===== src/rtl/apple1_board_ctrl.sv =====
// Board-level control for the apple1 core: button synchronise/debounce, core reset
// sequencing, clear-screen level, long-press palette cycling and monochrome colour mapping.
module apple1_board_ctrl #(
    parameter int NUM_BUTTONS       = 2,
    parameter int BTN_ACTIVE_LOW    = 0,
    parameter int DEBOUNCE_CYCLES   = 250000,
    parameter int POR_CYCLES        = 1024,
    parameter int RST_STRETCH       = 4096,
    parameter int LONG_PRESS_CYCLES = 25000000,
    parameter int RESET_BTN         = 0,
    parameter int CLS_BTN           = 1,
    parameter int PALETTE_DEFAULT   = 0
) (
    input  logic                   clk25,
    input  logic                   rst,
    input  logic [NUM_BUTTONS-1:0] button,
    input  logic                   vga_bit,
    output logic                   sys_rst_n,
    output logic                   cls,
    output logic [NUM_BUTTONS-1:0] btn_level,
    output logic [NUM_BUTTONS-1:0] btn_press,
    output logic [1:0]             palette,
    output logic [3:0]             vga_r,
    output logic [3:0]             vga_g,
    output logic [3:0]             vga_b,
    output logic [1:0]             led
);

    localparam int DB_W    = $clog2(DEBOUNCE_CYCLES + 1);
    localparam int RST_MAX = (POR_CYCLES > RST_STRETCH) ? POR_CYCLES : RST_STRETCH;
    localparam int RC_W    = $clog2(RST_MAX + 1);
    localparam int LP_W    = $clog2(LONG_PRESS_CYCLES + 1);
    localparam logic [1:0] PAL_INIT =
        (PALETTE_DEFAULT > 2 || PALETTE_DEFAULT < 0) ? 2'd0 : 2'(PALETTE_DEFAULT);

    typedef enum logic [1:0] {
        ST_POR,
        ST_RUN,
        ST_HOLD,
        ST_STRETCH
    } rst_state_e;

    logic [NUM_BUTTONS-1:0] btn_fixed;
    logic [NUM_BUTTONS-1:0] sync1_q, sync1_d;
    logic [NUM_BUTTONS-1:0] sync2_q, sync2_d;
    logic [NUM_BUTTONS-1:0] stable_q, stable_d;
    logic [NUM_BUTTONS-1:0] press_q, press_d;
    logic [DB_W-1:0]        db_cnt_q [NUM_BUTTONS];
    logic [DB_W-1:0]        db_cnt_d [NUM_BUTTONS];

    rst_state_e             state_q, state_d;
    logic [RC_W-1:0]        rc_q, rc_d;
    logic                   sys_rst_n_q, sys_rst_n_d;

    logic [LP_W-1:0]        lp_q, lp_d;
    logic [1:0]             pal_q, pal_d;
    logic                   cls_int;

    // After the polarity fix every button reads 1 when pressed.
    assign btn_fixed = (BTN_ACTIVE_LOW != 0) ? ~button : button;

    always_comb begin
        sync1_d  = btn_fixed;
        sync2_d  = sync1_q;
        stable_d = stable_q;
        for (int i = 0; i < NUM_BUTTONS; i++) begin
            db_cnt_d[i] = '0;
            if (sync2_q[i] != stable_q[i]) begin
                if (db_cnt_q[i] == DB_W'(DEBOUNCE_CYCLES - 1)) begin
                    stable_d[i] = ~stable_q[i];
                end else begin
                    db_cnt_d[i] = db_cnt_q[i] + DB_W'(1);
                end
            end
        end
        press_d = stable_d & ~stable_q;
    end

    always_comb begin
        state_d = state_q;
        rc_d    = rc_q;
        unique case (state_q)
            ST_POR: begin
                if (rc_q == RC_W'(POR_CYCLES - 1)) begin
                    state_d = ST_RUN;
                    rc_d    = '0;
                end else begin
                    rc_d = rc_q + RC_W'(1);
                end
            end
            ST_RUN: begin
                rc_d = '0;
                if (stable_q[RESET_BTN]) begin
                    state_d = ST_HOLD;
                end
            end
            ST_HOLD: begin
                rc_d = '0;
                if (!stable_q[RESET_BTN]) begin
                    state_d = ST_STRETCH;
                end
            end
            ST_STRETCH: begin
                if (stable_q[RESET_BTN]) begin
                    state_d = ST_HOLD;
                    rc_d    = '0;
                end else if (rc_q == RC_W'(RST_STRETCH - 1)) begin
                    state_d = ST_RUN;
                    rc_d    = '0;
                end else begin
                    rc_d = rc_q + RC_W'(1);
                end
            end
            default: begin
                state_d = ST_POR;
                rc_d    = '0;
            end
        endcase
        sys_rst_n_d = (state_d == ST_RUN);
    end

    // A reset press that debounces together with clear must never show cls for the
    // single cycle before sys_rst_n drops, so the reset level gates cls directly.
    assign cls_int = stable_q[CLS_BTN] & sys_rst_n_q & ~stable_q[RESET_BTN];

    always_comb begin
        lp_d  = lp_q;
        pal_d = pal_q;
        if (!cls_int) begin
            lp_d = '0;
        end else if (lp_q != LP_W'(LONG_PRESS_CYCLES)) begin
            lp_d = lp_q + LP_W'(1);
            if (lp_q == LP_W'(LONG_PRESS_CYCLES - 1)) begin
                pal_d = (pal_q >= 2'd2) ? 2'd0 : pal_q + 2'd1;
            end
        end
    end

    always_ff @(posedge clk25) begin
        if (rst) begin
            sync1_q     <= '0;
            sync2_q     <= '0;
            stable_q    <= '0;
            press_q     <= '0;
            for (int i = 0; i < NUM_BUTTONS; i++) begin
                db_cnt_q[i] <= '0;
            end
            state_q     <= ST_POR;
            rc_q        <= '0;
            sys_rst_n_q <= 1'b0;
            lp_q        <= '0;
            pal_q       <= PAL_INIT;
        end else begin
            sync1_q     <= sync1_d;
            sync2_q     <= sync2_d;
            stable_q    <= stable_d;
            press_q     <= press_d;
            for (int i = 0; i < NUM_BUTTONS; i++) begin
                db_cnt_q[i] <= db_cnt_d[i];
            end
            state_q     <= state_d;
            rc_q        <= rc_d;
            sys_rst_n_q <= sys_rst_n_d;
            lp_q        <= lp_d;
            pal_q       <= pal_d;
        end
    end

    // Colour stays combinational so pixels remain aligned with the core's syncs.
    always_comb begin
        vga_r = 4'h0;
        vga_g = 4'h0;
        vga_b = 4'h0;
        if (vga_bit) begin
            unique case (pal_q)
                2'd1: begin
                    vga_r = 4'hF;
                    vga_g = 4'hB;
                    vga_b = 4'h0;
                end
                2'd2: begin
                    vga_r = 4'hF;
                    vga_g = 4'hF;
                    vga_b = 4'hF;
                end
                default: begin
                    vga_r = 4'h8;
                    vga_g = 4'hF;
                    vga_b = 4'h8;
                end
            endcase
        end
    end

    assign sys_rst_n = sys_rst_n_q;
    assign cls       = cls_int;
    assign btn_level = stable_q;
    assign btn_press = press_q;
    assign palette   = pal_q;
    assign led       = {~cls_int, sys_rst_n_q};

endmodule


===== config.mk =====
export PLATFORM = sky130hd
export DESIGN_NAME = apple1_board_ctrl
export DESIGN_NICKNAME = d
export VERILOG_FILES = /design/src/rtl/apple1_board_ctrl.sv
export SDC_FILE = /design/constraint.sdc
export NUM_CORES = 1
export LEC_CHECK = 0
export ABC_AREA = 1
export BUFFER_PORTS_ARGS = -buffer_cell sky130_fd_sc_hd__buf_4
export CORE_UTILIZATION = 60
export DETAILED_ROUTE_END_ITERATION = 8
export GPL_ROUTABILITY_DRIVEN = 0
export PLACE_DENSITY = 0.88
export SETUP_SLACK_MARGIN = 0.02
export SLEW_MARGIN = 20
export SYNTH_ARGS = -nofsm -noshare
export SYNTH_HDL_FRONTEND = slang
export SYNTH_SLANG_ARGS = --single-unit

===== constraint.sdc =====
create_clock -name clk25 -period 4.8 [get_ports clk25]
set_clock_uncertainty 0.15 [all_clocks]
set_input_delay 1.2 -clock clk25 [delete_from_list [all_inputs] [get_ports clk25]]
set_output_delay 1.2 -clock clk25 [all_outputs]
set_load 0.02 [all_outputs]

# Word level (Yosys, flattened, before mapping)
# Memories as Yosys holds them, arrays and structs flattened.
# Cells that the tools add are included.
dict set report word_totals {
  reg_bits 51
  latch_bits 0
  ramBits 36
  mem_bits_ro 0
  out_inout_bits 22
  wordCells 74
  mem_count 1
}
# memory depth width read_ports rd_ports_with_merged_regs wr line
set mem_list {}
lappend mem_list {db_cnt_q 2 18 2 0 2 48} ;# logic [DB_W-1:0] db_cnt_q [NUM_BUTTONS];
dict set report classes {
  add_sub_neg 5
  n_mul 0
  div_mod_pow 0
  order_cmp 1
  eq_ne 14
  shift 0
  muxes 30
  bitwise 9
  n_reduce_logical 5
}
# cell count
set ops {}
lappend ops {{18-bit 2-to-1 mux} 6}
lappend ops {{13-bit 2-to-1 mux} 3}
lappend ops {{13-bit case mux with 3 select lines} 1}
lappend ops {{18-bit by 1-bit adder with 18-bit output (second input constant)} 2}
lappend ops {{18-bit equality test (second input constant)} 2}
lappend ops {{25-bit by 1-bit adder with 25-bit output (second input constant)} 1}
lappend ops {{25-bit equality test (second input constant)} 1}
lappend ops {{25-bit != test (second input constant)} 1}
lappend ops {{13-bit by 1-bit adder with 13-bit output (second input constant)} 1}
lappend ops {{13-bit by 10-bit equality test with 1-bit output (second input constant)} 1}
lappend ops {{13-bit by 12-bit equality test with 1-bit output (second input constant)} 1}
lappend ops {{2-bit 2-to-1 mux} 6}
lappend ops {{4-bit 2-to-1 mux} 3}
lappend ops {{2-bit case mux with 4 select lines} 1}
lappend ops {{4-bit case mux with 2 select lines} 1}
lappend ops {{1-bit 2-to-1 mux} 7}
lappend ops {{2-bit by 1-bit equality test with 1-bit output (second input constant)} 3}
lappend ops {{2-bit equality test (second input constant)} 3}
lappend ops {{3-bit 2-to-1 mux} 2}
lappend ops {{2-bit OR reduction} 3}
lappend ops {{1-bit inverter} 3}
lappend ops {{3-bit AND reduction} 1}
lappend ops {{2-bit by 1-bit adder with 2-bit output (second input constant)} 1}
lappend ops {{1-bit bitwise AND} 2}
lappend ops {{other kinds (6)} 8}

# Logic depth before layout (Yosys ltp)
# Gate-level depths: netlist of the first run.
dict set report depth {
  ltp_word 5
  depth_mapped 11
}

# Least setup slack after synthesis of the first run
# OpenSTA, ideal clock, no wires.
dict set report synth_path {
  path_kind {input -> output}
  start {in vga_bit}
  end {out vga_g[2]}
  t_arrival_ns 1.751
  slack_ns 1.699
  cell_stages 3
  n_path_buf 1
  path_cell_list {inv_1 > nor2_1 > buf_4}
}
dict set report synth_via {
  elab_chain_cells 1
}
# item line
set synth_lines {}
lappend synth_lines {{start: declaration} 17} ;# input logic vga_bit,
lappend synth_lines {{4-bit 2-to-1 mux} 174} ;# if (vga_bit) begin
lappend synth_lines {{end: declaration} 24} ;# output logic [3:0] vga_g,
# No other way between the ends.

# Final worst setup path of the first run
dict set report layout_path {
  start {in vga_bit}
  end {out vga_b[3]}
}
dict set report layout_via {
  elab_chain_cells 1
}
# item line
set layout_lines {}
lappend layout_lines {{4-bit 2-to-1 mux} 174}
lappend layout_lines {{end: declaration} 25} ;# output logic [3:0] vga_b,
# No other way between the ends.

==> reports/qor.yml, run 1 <==
outcome: "complete, no violations"
yosysWarnings: 0
htree_levels: 3
hold_path_depth: 2
vias: 4175
dieArea_mm2: 0.00788
period_needed_ns: 3.00
maxCapViolCount: 0
min_to: "sync2_q[0]"
drt-initial-drc-count: 245
fmax_ghz: 0.333
slowest_delay_ns: 0.17
portBuffers: 26
layout.nets: 699
slew_headroom: 0.549
remaining_drc_errors: 0
yosys.area.top_type_share: 0.386
reg2reg_slack_ns: 2.90
async_reset_ff_frac: 0
grt_util_all_layers: 0.249
grt_pass1_wl_um: 15500
endpoint_kind: "output port"
clock_sinks: 87
synth_flop_cell: "dfxtp_1"
cp_common_cell: "buf_4"
ant_nets: 0
finish.utilization: 0.673
power_leakage_nw: 1.63
synth_area_per_cell_um2: 6.80
mostFrequentLayoutCell: "nand2_1"
min_period_over_period: 0.626
cts_buffers: 9
yosysTopAreaCell: "dfxtp_1"
start_kind: "input port"
worst_pin_slew_ns: 0.675
power_frac_seq: 0.598
ys_seq_elements: 87
num_rows: 31
viasPerCell: 5.28
syn_to_final_growth_pct: 8.15
slew_viol_final: 0
routedWlPerCell_um: 11.6
critPathMaxFanout: 7
synth_seq_area_share: 0.386
hpwl_um: 6760
synth-edff-count: 0
internal_power_w: 0.000923
globalRouteOverflowTotal: 0
regToRegStartpoint: "btn_level[1]"
slowest_stage: "buf_4"
synth_area_mm2: 0.00452
cts_tree: "done"
sw_frac_of_total: 0.242
hp-class: "reg -> reg"
cp.required_ns: 3.45
clockRootBuffer: "clkbuf_8"
n_antenna_cell: 0
cts_setup_buffers: 0
power_frac_clock: 0.380
core_mm2: 0.00725
synth_area_leaders: "dfxtp_1 (39%), nand2_1 (11%), nor2_1 (11%), inv_1 (6.2%), nand3_1 (5.0%)"
cp.arrival_ns: 1.65
ir_worst_vdd_mv: 0.181
path_clk_slew_ns: 0.09
grt_pass1_vias: 3846
hp-start: "sync1_q[0]"
clock_path_buffers: 2
io_pins: 27
rr_worst_depth: 5
crit_type: "in -> out"
power_density_mw_per_mm2: 249
synthCells: 664
die_w_um: 88.8
rsz0062_at_grt: "no"
wl_um: 9150
worstSkewPairLatency_ns: 0.36
grt_max_degree: 19
cts_hold_buffers: 0
drive_gt1_frac: 0.126
start_util: 0.623
crit_chain: "buf_4, inv_1, nor2_1, buf_4"
setup_viol: 0
die_y_um: 88.8
hold_viol: 0
final_cell_mix: "nand2_1 (134), nor2_1 (131), dfxtp_1 (87)"
rr_endpoint: "lp_q[4]"
antenna_found_initial: 0
power_switching_w: 0.000295
combPwrFrac: 0.022
cp_num_buf_inv: 3
cts.repair.resized: 0
ys_types: 32
synth_fp_nets: 677
first_pass_iters: 5
cp_top_family: "buffers and inverters"
finalSetupTns_ns: 0
==> tightest hold or removal path: cells and delay by family, from the launching register on <==
family                 cells  cell delay, ns
and+or+nand+nor            1            0.03
buffers and inverters      1            0.04
DFF                        1            0.31
==> cells in the mapped netlist (2+ instances only) <==
library cell	n
o21ai_1	3
o21ai_0	18
nor2_1	131
xor2_1	13
ha_1	8
nor2_2	18
xnor2_1	8
nand2_4	2
o21a_1	2
nand4_1	23
nor3_2	3
a21oi_1	40
buf_2	2
nand2_2	7
buf_4	11
inv_2	9
dfxtp_1	87
nand3_2	2
nand3_1	45
nand2_1	134
nor3_1	13
inv_1	75
==> cell families (layout without fill, tap and decap cells) <==
family	Yosys count	after routing	synth area share
and+or+nand+nor	383	383	0.379
buffers and inverters	100	127	0.0984
DFF	87	87	0.386
AOI/OAI and AO/OA	65	65	0.0743
xor gates and xnor gates	21	21	0.0407
adders and majority gates	8	8	0.0222
==> cell type report <==
class	instances	area [um^2]
clock buffers	9	124
clock inverters	7	48.8
fillers	638	2370
inverters	85	320
multi-input cells	477	2330
flip-flops and latches	87	1740
well taps	99	124
repair buffers	26	195
==> state kept, by name, summed over array words and instances (netlist names) <==
signal     cells
palette        2
btn_press      2
sys_rst_n      1
btn_level      2
lp_q          25
db_cnt_q      36
sync1_q        2
state_q        2
rc_q          13
sync2_q        2
==> worst max path at each step <==
| stage | from | end | slack, ns | cells past startpoint |
|---|---|---|---|---|
| 2_1_floorplan | vga_bit | vga_g[2] | 1.70 | 3 |
| 3_3_place_gp | vga_bit | vga_g[2] | 1.83 | 4 |
| 3_5_place_dp | vga_bit | vga_b[3] | 1.78 | 4 |
| 4_1_cts | vga_bit | vga_b[3] | 1.78 | 4 |
| 5_1_grt | vga_bit | vga_b[3] | 1.72 | 4 |
| 6_report | vga_bit | vga_b[3] | 1.80 | 4 |
==> power groups by stage <==
| stage | Combinational (W) | Clock [W] | Sequential, W |
|---|---|---|---|
| CTS | 0.0000276 | 0.000469 | 0.000729 |
| global placement | 0.0000266 | 0 | 0.000745 |
| finish | 0.0000272 | 0.000462 | 0.000729 |
| global route | 0.0000314 | 0.000497 | 0.000730 |
| detailed placement | 0.0000275 | 0 | 0.000746 |
| floorplan | 0.0000234 | 0 | 0.000745 |
==> per-layer routing <==
layer | track usage | wire (um) | vias up
li1 | - | - | 2139
met1 | 0.287 | 4020 | 1891
met2 | 0.462 | 4440 | 129
met3 | 0.0382 | 537 | 16
met4 | 0.0968 | 150 | 0
met5 | 0 | 0 | -
==> per-stage QoR <==
stage          hold slack [ns]  setup slack, ns  power [W]  cell area (um^2)  instances
6_report                 0.257             1.80    0.00122              4880        790
5_1_grt                  0.284             1.72    0.00126              4880        790
4_1_cts                  0.260             1.78    0.00122              4880        790
3_5_place_dp             0.247             1.78   0.000773              4710        774
3_3_place_gp             0.241             1.83   0.000772              4710        774
2_1_floorplan            0.238             1.70   0.000768              4520        664
Note: power is estimated with default switching activity, not from simulation.
==> run 2, diff against run 1 <==
--- a/config.mk
+++ b/config.mk
@@ -5,12 +5,12 @@
 export SDC_FILE = /design/constraint.sdc
 export NUM_CORES = 1
 export LEC_CHECK = 0
-export ABC_AREA = 1
+export ABC_AREA = 0
 export BUFFER_PORTS_ARGS = -buffer_cell sky130_fd_sc_hd__buf_4
-export CORE_UTILIZATION = 60
+export CORE_UTILIZATION = 54
 export DETAILED_ROUTE_END_ITERATION = 8
 export GPL_ROUTABILITY_DRIVEN = 0
-export PLACE_DENSITY = 0.88
+export PLACE_DENSITY = 0.84
 export SETUP_SLACK_MARGIN = 0.02
 export SLEW_MARGIN = 20
 export SYNTH_ARGS = -nofsm -noshare
==> constraint.sdc (replaced) <==
create_clock -name clk25 -period 2.7 [get_ports clk25]
set_clock_uncertainty 0.15 [all_clocks]
set_input_delay 0.675 -clock clk25 [delete_from_list [all_inputs] [get_ports clk25]]
set_output_delay 0.675 -clock clk25 [all_outputs]
set_load 0.02 [all_outputs]
==> run 2 against run 1 <==
Via count down 19%. Sequential power rose by 78%. Clock power rose by 97%. Critical path type is now reg -> out. Critical endpoint is now vga_r[2]. Highest routed layer unchanged.
==> reports/qor.yml, run 2 <==
outcome: "complete, no violations"
yosysTopAreaCell: "dfxtp_1"
hpwl_um: 5580  # -17%
start_kind: "flip-flop"
synth-edff-count: 0  # unchanged
path_clk_slew_ns: 0.09  # about the same
min_period_over_period: 0.854
syn_to_final_growth_pct: 8.32
layout.nets: 500  # -28%
regToRegStartpoint: "db_cnt_q[0][0]"
cts.repair.resized: 0  # unchanged
fin_ws_ns: 0.394  # -1.40 ns
largestRegisters: "db_cnt_q: 36 flops, lp_q: 25 flops, rc_q: 13 flops"
critPathMaxFanout: 4  # -3
async_reset_ff_frac: 0  # unchanged
wl_um: 8060  # -12%
synth_area_mm2: 0.00414  # -8.4%
clockRootBuffer: "clkbuf_8"
period_needed_ns: 2.31
place_ws_ns: 0.650  # -1.13 ns
core_mm2: 0.00733  # +1.1%
power_density_mw_per_mm2: 502  # +100%
setup_viol: 0  # unchanged
cp.arrival_ns: 1.48  # -0.17 ns
ir_worst_vdd_mv: 0.267  # +48%
io_pins: 27  # unchanged
regMostFlops: "db_cnt_q"
largest_register_ffs: 36  # unchanged
first_pass_iters: 4  # -1
finish.utilization: 0.611  # -0.0619
viasPerCell: 5.73  # +8.5%
synthCells: 479  # -28%
globalRouteOverflowTotal: 0  # unchanged
routedWlPerCell_um: 13.6  # +18%
yosysWarnings: 0  # unchanged
slowest_delay_ns: 0.42  # +0.25 ns
ys_seq_elements: 87  # unchanged
slew_viol_final: 0  # unchanged
die_w_um: 89.5  # +0.88%
fmax_ghz: 0.434
hold_path_depth: 1  # -1
drt-initial-drc-count: 180  # -27%
n_antenna_cell: 0  # unchanged
synth_most_common_cell: "dfxtp_1"
vias: 3389  # -19%
cts_hold_buffers: 0  # unchanged
hold_viol: 0  # unchanged
remaining_drc_errors: 0  # unchanged
synth_flop_cell: "dfxtp_1"
ys_types: 48  # +50%
finalSetupTns_ns: 0  # unchanged
synth_area_per_cell_um2: 8.64  # +27%
clock_path_buffers: 2  # unchanged
portBuffers: 26  # unchanged
antenna_found_initial: 0  # unchanged
seq_area_mm2: 0.00174  # unchanged
endpoint_kind: "output port"
crit_type: "reg -> out"
maxCapViolCount: 0  # unchanged
hp-start: "sync1_q[0]"
die_y_um: 89.5  # +0.88%
worstSkewPairLatency_ns: 0.36  # about the same
ant_nets: 0  # unchanged
crit_chain: "inv_1, ha_1, and2_1, buf_4"
grt_max_degree: 26  # +7
yosys.area.top_type_share: 0.421  # +0.0352
reg2reg_slack_ns: 0.62  # -2.28 ns
hp-class: "reg -> reg"
start_util: 0.564  # -0.0581
cts_tree: "done"
htree_levels: 3  # unchanged
mostFrequentLayoutCell: "dfxtp_1"
final_cell_mix: "dfxtp_1 (87), nor2_1 (65), xnor2_1 (29)"
min_to: "sync2_q[0]"
rr_worst_depth: 5  # unchanged
multi_input_area_mm2: 0.00214  # -8.3%
grt_pass1_vias: 3213  # -16%
worst_pin_slew_ns: 0.670  # -0.00570 ns
slew_headroom: 0.553  # +0.00422
grt_pass1_wl_um: 13600  # -12%
synth_area_leaders: "dfxtp_1 (42%), xnor2_1 (6.1%), nor2_1 (5.9%), xor2_1 (3.8%), nand4_1 (3.6%)"
rr_endpoint: "db_cnt_q[0][9]"
num_rows: 31  # unchanged
synth_seq_area_share: 0.421  # +0.0352
cp.required_ns: 1.88  # -1.57 ns
rsz0062_at_grt: "no"
cts_setup_buffers: 0  # unchanged
dieArea_mm2: 0.00802  # +1.8%
slowest_stage: "dfxtp_1"
nFillCells: 636  # -0.31%
grt_util_all_layers: 0.219  # -0.0302
drive_gt1_frac: 0.114  # -0.0121
power_leakage_nw: 1.44  # -12%
synth_fp_nets: 492  # -27%
clock_sinks: 87  # unchanged
synth.top_cells.by_count: "dfxtp_1 (87), nor2_1 (65), xnor2_1 (29), a21oi_1 (28), nand3_1 (25)"
cts_buffers: 9  # unchanged
-- run 2: area by class of cell --
| class | instances | share of cell area |
|---|---|---|
| Timing Repair Buffer | 27 | 0.0452 |
| Sequential cell | 87 | 0.389 |
| Multi-Input combinational cell | 341 | 0.477 |
| Clock buffer | 10 | 0.0285 |
| Inverter | 21 | 0.0176 |
| Clock inverter | 6 | 0.0156 |
| Tap cell | 99 | 0.0276 |
-- run 2: metal layers --
| layer | track usage | up-vias | routed length (um) |
|---|---|---|---|
| met3 | 0.0545 | 10 | 313 |
| met5 | 0 | - | 0 |
| met2 | 0.379 | 55 | 4000 |
| met4 | 0.102 | 0 | 113 |
| li1 | - | 1694 | - |
| met1 | 0.255 | 1630 | 3630 |
-- run 2: through the flow --
step                      cells  cell area, um^2  hold slack, ns  total power (W)
after global placement      575             4280           0.279          0.00137
after CTS                   591             4480           0.299          0.00227
after global routing        591             4480           0.321          0.00233
final                       591             4480           0.300          0.00225
after detailed placement    575             4280           0.283          0.00137
after floorplan             479             4140           0.264          0.00136
-- run 2: kinds of logic after synthesis --
logic type	count (synthesis)	synth area share
simple gates	225	0.304
compound gates	61	0.0889
flops	87	0.421
xor+xnor	47	0.0995
fa+ha+maj	8	0.0242
buf+inv	51	0.0626
-- run 2: critical path, delay by kind of cell, from the launching register on --
family | cells | cell delay (ns)
and+or+nand+nor | 1 | 0.18
DFF | 1 | 0.42
adders and majority gates | 1 | 0.28
buffers and inverters | 2 | 0.24
-- run 2: worst max path at each step --
stage / start / endpoint / slack (ns) / depth (start not counted)
final: palette[0] / vga_r[2] / 0.39 / 4
after global routing: palette[0] / vga_r[1] / 0.32 / 4
after CTS: palette[0] / vga_r[2] / 0.38 / 4
after detailed placement: db_cnt_q[0][0] / db_cnt_q[0][9] / 0.65 / 5
after global placement: vga_bit / vga_b[3] / 0.67 / 3
after floorplan: palette[1] / vga_g[2] / 0.57 / 4
-- run 2: power by group --
part / internal [W] / switching [W] / leakage [nW]
sequential: 0.00129 / 0.00000703 / 0.702
combinational: 0.0000176 / 0.0000265 / 0.647
clock: 0.000432 / 0.000478 / 0.0891
==> run 3, diff against run 2 <==
==> constraint.sdc (replaced) <==
create_clock -name clk25 -period 2.7 [get_ports clk25]
set_clock_uncertainty 0.15 [all_clocks]
set_input_delay 0.27 -clock clk25 [delete_from_list [all_inputs] [get_ports clk25]]
set_output_delay 0.27 -clock clk25 [all_outputs]
set_load 0.02 [all_outputs]
==> run 3 against run 2 <==
Via count about the same. Sequential share of layout area is 0.31 points lower. Largest cell class unchanged. Sequential power hardly changed. Critical path type is now reg -> reg. Power rose by 3.8%. Utilization is 0.50 points higher. Global-route usage decreased by 0.77 points. Hold slack worse by 0.22 ns. Die area did not move. First-iteration DRC count fell by 11%.
==> reports/qor.yml, run 3 (synthesized netlist as in run 2, its figures left out) <==
outcome: "complete, no violations"
period_needed_ns: 2.07  # -0.235 ns
cp.arrival_ns: 2.13  # +0.65 ns
start_util: 0.564  # unchanged
crit_type: "reg -> reg"
grt_util_all_layers: 0.211  # -0.00773
setup_viol: 0  # unchanged
cts_buffers: 9  # unchanged
place_ws_ns: 0.635  # -0.0159 ns
nFillCells: 610  # -4.1%
layout.nets: 501  # +0.20%
remaining_drc_errors: 0  # unchanged
endpoint_kind: "flip-flop"
critPathMaxFanout: 17  # +13
vias: 3386  # -0.089%
worst_pin_slew_ns: 0.662  # -0.00803 ns
viasPerCell: 5.72  # -0.26%
maxCapViolCount: 0  # unchanged
fmax_ghz: 0.483  # +11%
syn_to_final_growth_pct: 9.19
ir_worst_vdd_mv: 0.322  # +21%
path_clk_slew_ns: 0.09  # about the same
clock_sinks: 87  # unchanged
fin_ws_ns: 0.629  # +0.235 ns
clock_path_buffers: 2  # unchanged
met2_length_um: 3850  # -3.8%
die_w_um: 89.5  # unchanged
grt_pass1_vias: 3055  # -4.9%
slew_viol_final: 0  # unchanged
hpwl_um: 5570  # -0.18%
htree_levels: 3  # unchanged
finalSetupTns_ns: 0  # unchanged
hold_ws_ns: 0.0773  # -0.223 ns
n_antenna_cell: 0  # unchanged
die_y_um: 89.5  # unchanged
io_pins: 27  # unchanged
portBuffers: 26  # unchanged
worstSkewPairLatency_ns: 0.35  # about the same
hp-class: "in -> reg"
met3_wirelength_um: 268  # -14%
num_rows: 31  # unchanged
start_kind: "flip-flop"
grt_max_degree: 26  # unchanged
wl_um: 7950  # -1.4%
grt_pass1_wl_um: 13200  # -2.7%
cp.required_ns: 2.76  # +0.88 ns
hold_viol: 0  # unchanged
drt-initial-drc-count: 161  # -11%
clockRootBuffer: "clkbuf_8"
antenna_found_initial: 0  # unchanged
min_period_over_period: 0.767  # -0.0871
first_pass_iters: 5  # +1
highest_layer: "met4"
largestRegisters: "db_cnt_q: 36 flops, lp_q: 25 flops, rc_q: 13 flops"
cts_tree: "done"
cts.repair.resized: 0  # unchanged
final_cell_mix: "dfxtp_1 (87), nor2_1 (65), xnor2_1 (29)"
globalRouteOverflowTotal: 0  # unchanged
routedWlPerCell_um: 13.4  # -1.6%
regMostFlops: "db_cnt_q"
core_mm2: 0.00733  # unchanged
slew_headroom: 0.559  # +0.00536
power_density_mw_per_mm2: 517  # +2.9%
largest_register_ffs: 36  # unchanged
cts_setup_buffers: 0  # unchanged
drive_gt1_frac: 0.112  # -0.00226
ant_nets: 0  # unchanged
m1WireLength_um: 3760  # +3.6%
power_leakage_nw: 1.46  # +1.5%
cts_hold_buffers: 2  # +2
dieArea_mm2: 0.00802  # unchanged
rsz0062_at_grt: "no"
mostFrequentLayoutCell: "dfxtp_1"
[run 3: changes by cell type in the layout (fill, tap and decap cells not counted), sizes merged]
| cell | delta |
|---|---|
| buf | -1 |
| clkinvlp | -2 |
| bufinv | +1 |
| clkinv | +1 |
| dlygate4sd3 | +2 |
[run 3: per-stage QoR]
| step | total power [W] | utilization | std cells | cell area (um^2) |
|---|---|---|---|---|
| after global routing | 0.00242 | 0.616 | 592 | 4520 |
| after floorplan | 0.00136 | - | 479 | 4140 |
| after CTS | 0.00236 | 0.616 | 592 | 4520 |
| after global placement | 0.00137 | 0.583 | 574 | 4280 |
| after detailed placement | 0.00137 | 0.583 | 574 | 4280 |
| final | 0.00234 | 0.616 | 592 | 4520 |
[run 3: layout make-up]
class / instances / area (um^2) / area share
inverter: 21 / 78.8 / 0.0174
clock buffer: 10 / 128 / 0.0282
tap: 99 / 124 / 0.0274
multi-input combinational: 341 / 2140 / 0.473
timing repair buffer: 28 / 215 / 0.0476
sequential: 87 / 1740 / 0.385
clock inverter: 6 / 93.8 / 0.0208
[run 3: final timing paths]
kind | startpoint | to | slack (ns) | cells past startpoint
worst max-delay path | db_cnt_q[0][0] | db_cnt_q[0][15] | 0.63 | 5
worst min-delay path | rst | state_q[1] | 0.08 | 2
worst max register to register | db_cnt_q[0][0] | db_cnt_q[0][15] | 0.63 | 5
worst min register to register | sync1_q[0] | sync2_q[0] | 0.30 | 1
[run 3: routing by layer]
| metal | global-route usage | vias to the layer above |
|---|---|---|
| li1 | - | 1700 |
| met1 | 0.269 | 1615 |
| met2 | 0.357 | 64 |
| met3 | 0.0369 | 7 |
| met4 | 0.0808 | 0 |
| met5 | 0 | - |
[run 3: worst max-delay path: stages, from the launching register on]
cell     delay [ns]
dfxtp_1        0.38
ha_1           0.22
and3_1         0.23
nand4_1        0.22
o21ai_2        0.61
nor2_1         0.12
[run 3: power breakdown]
part           internal [W]  switching (W)
Combinational     0.0000195      0.0000267
Clock              0.000528       0.000466
Sequential          0.00129     0.00000685
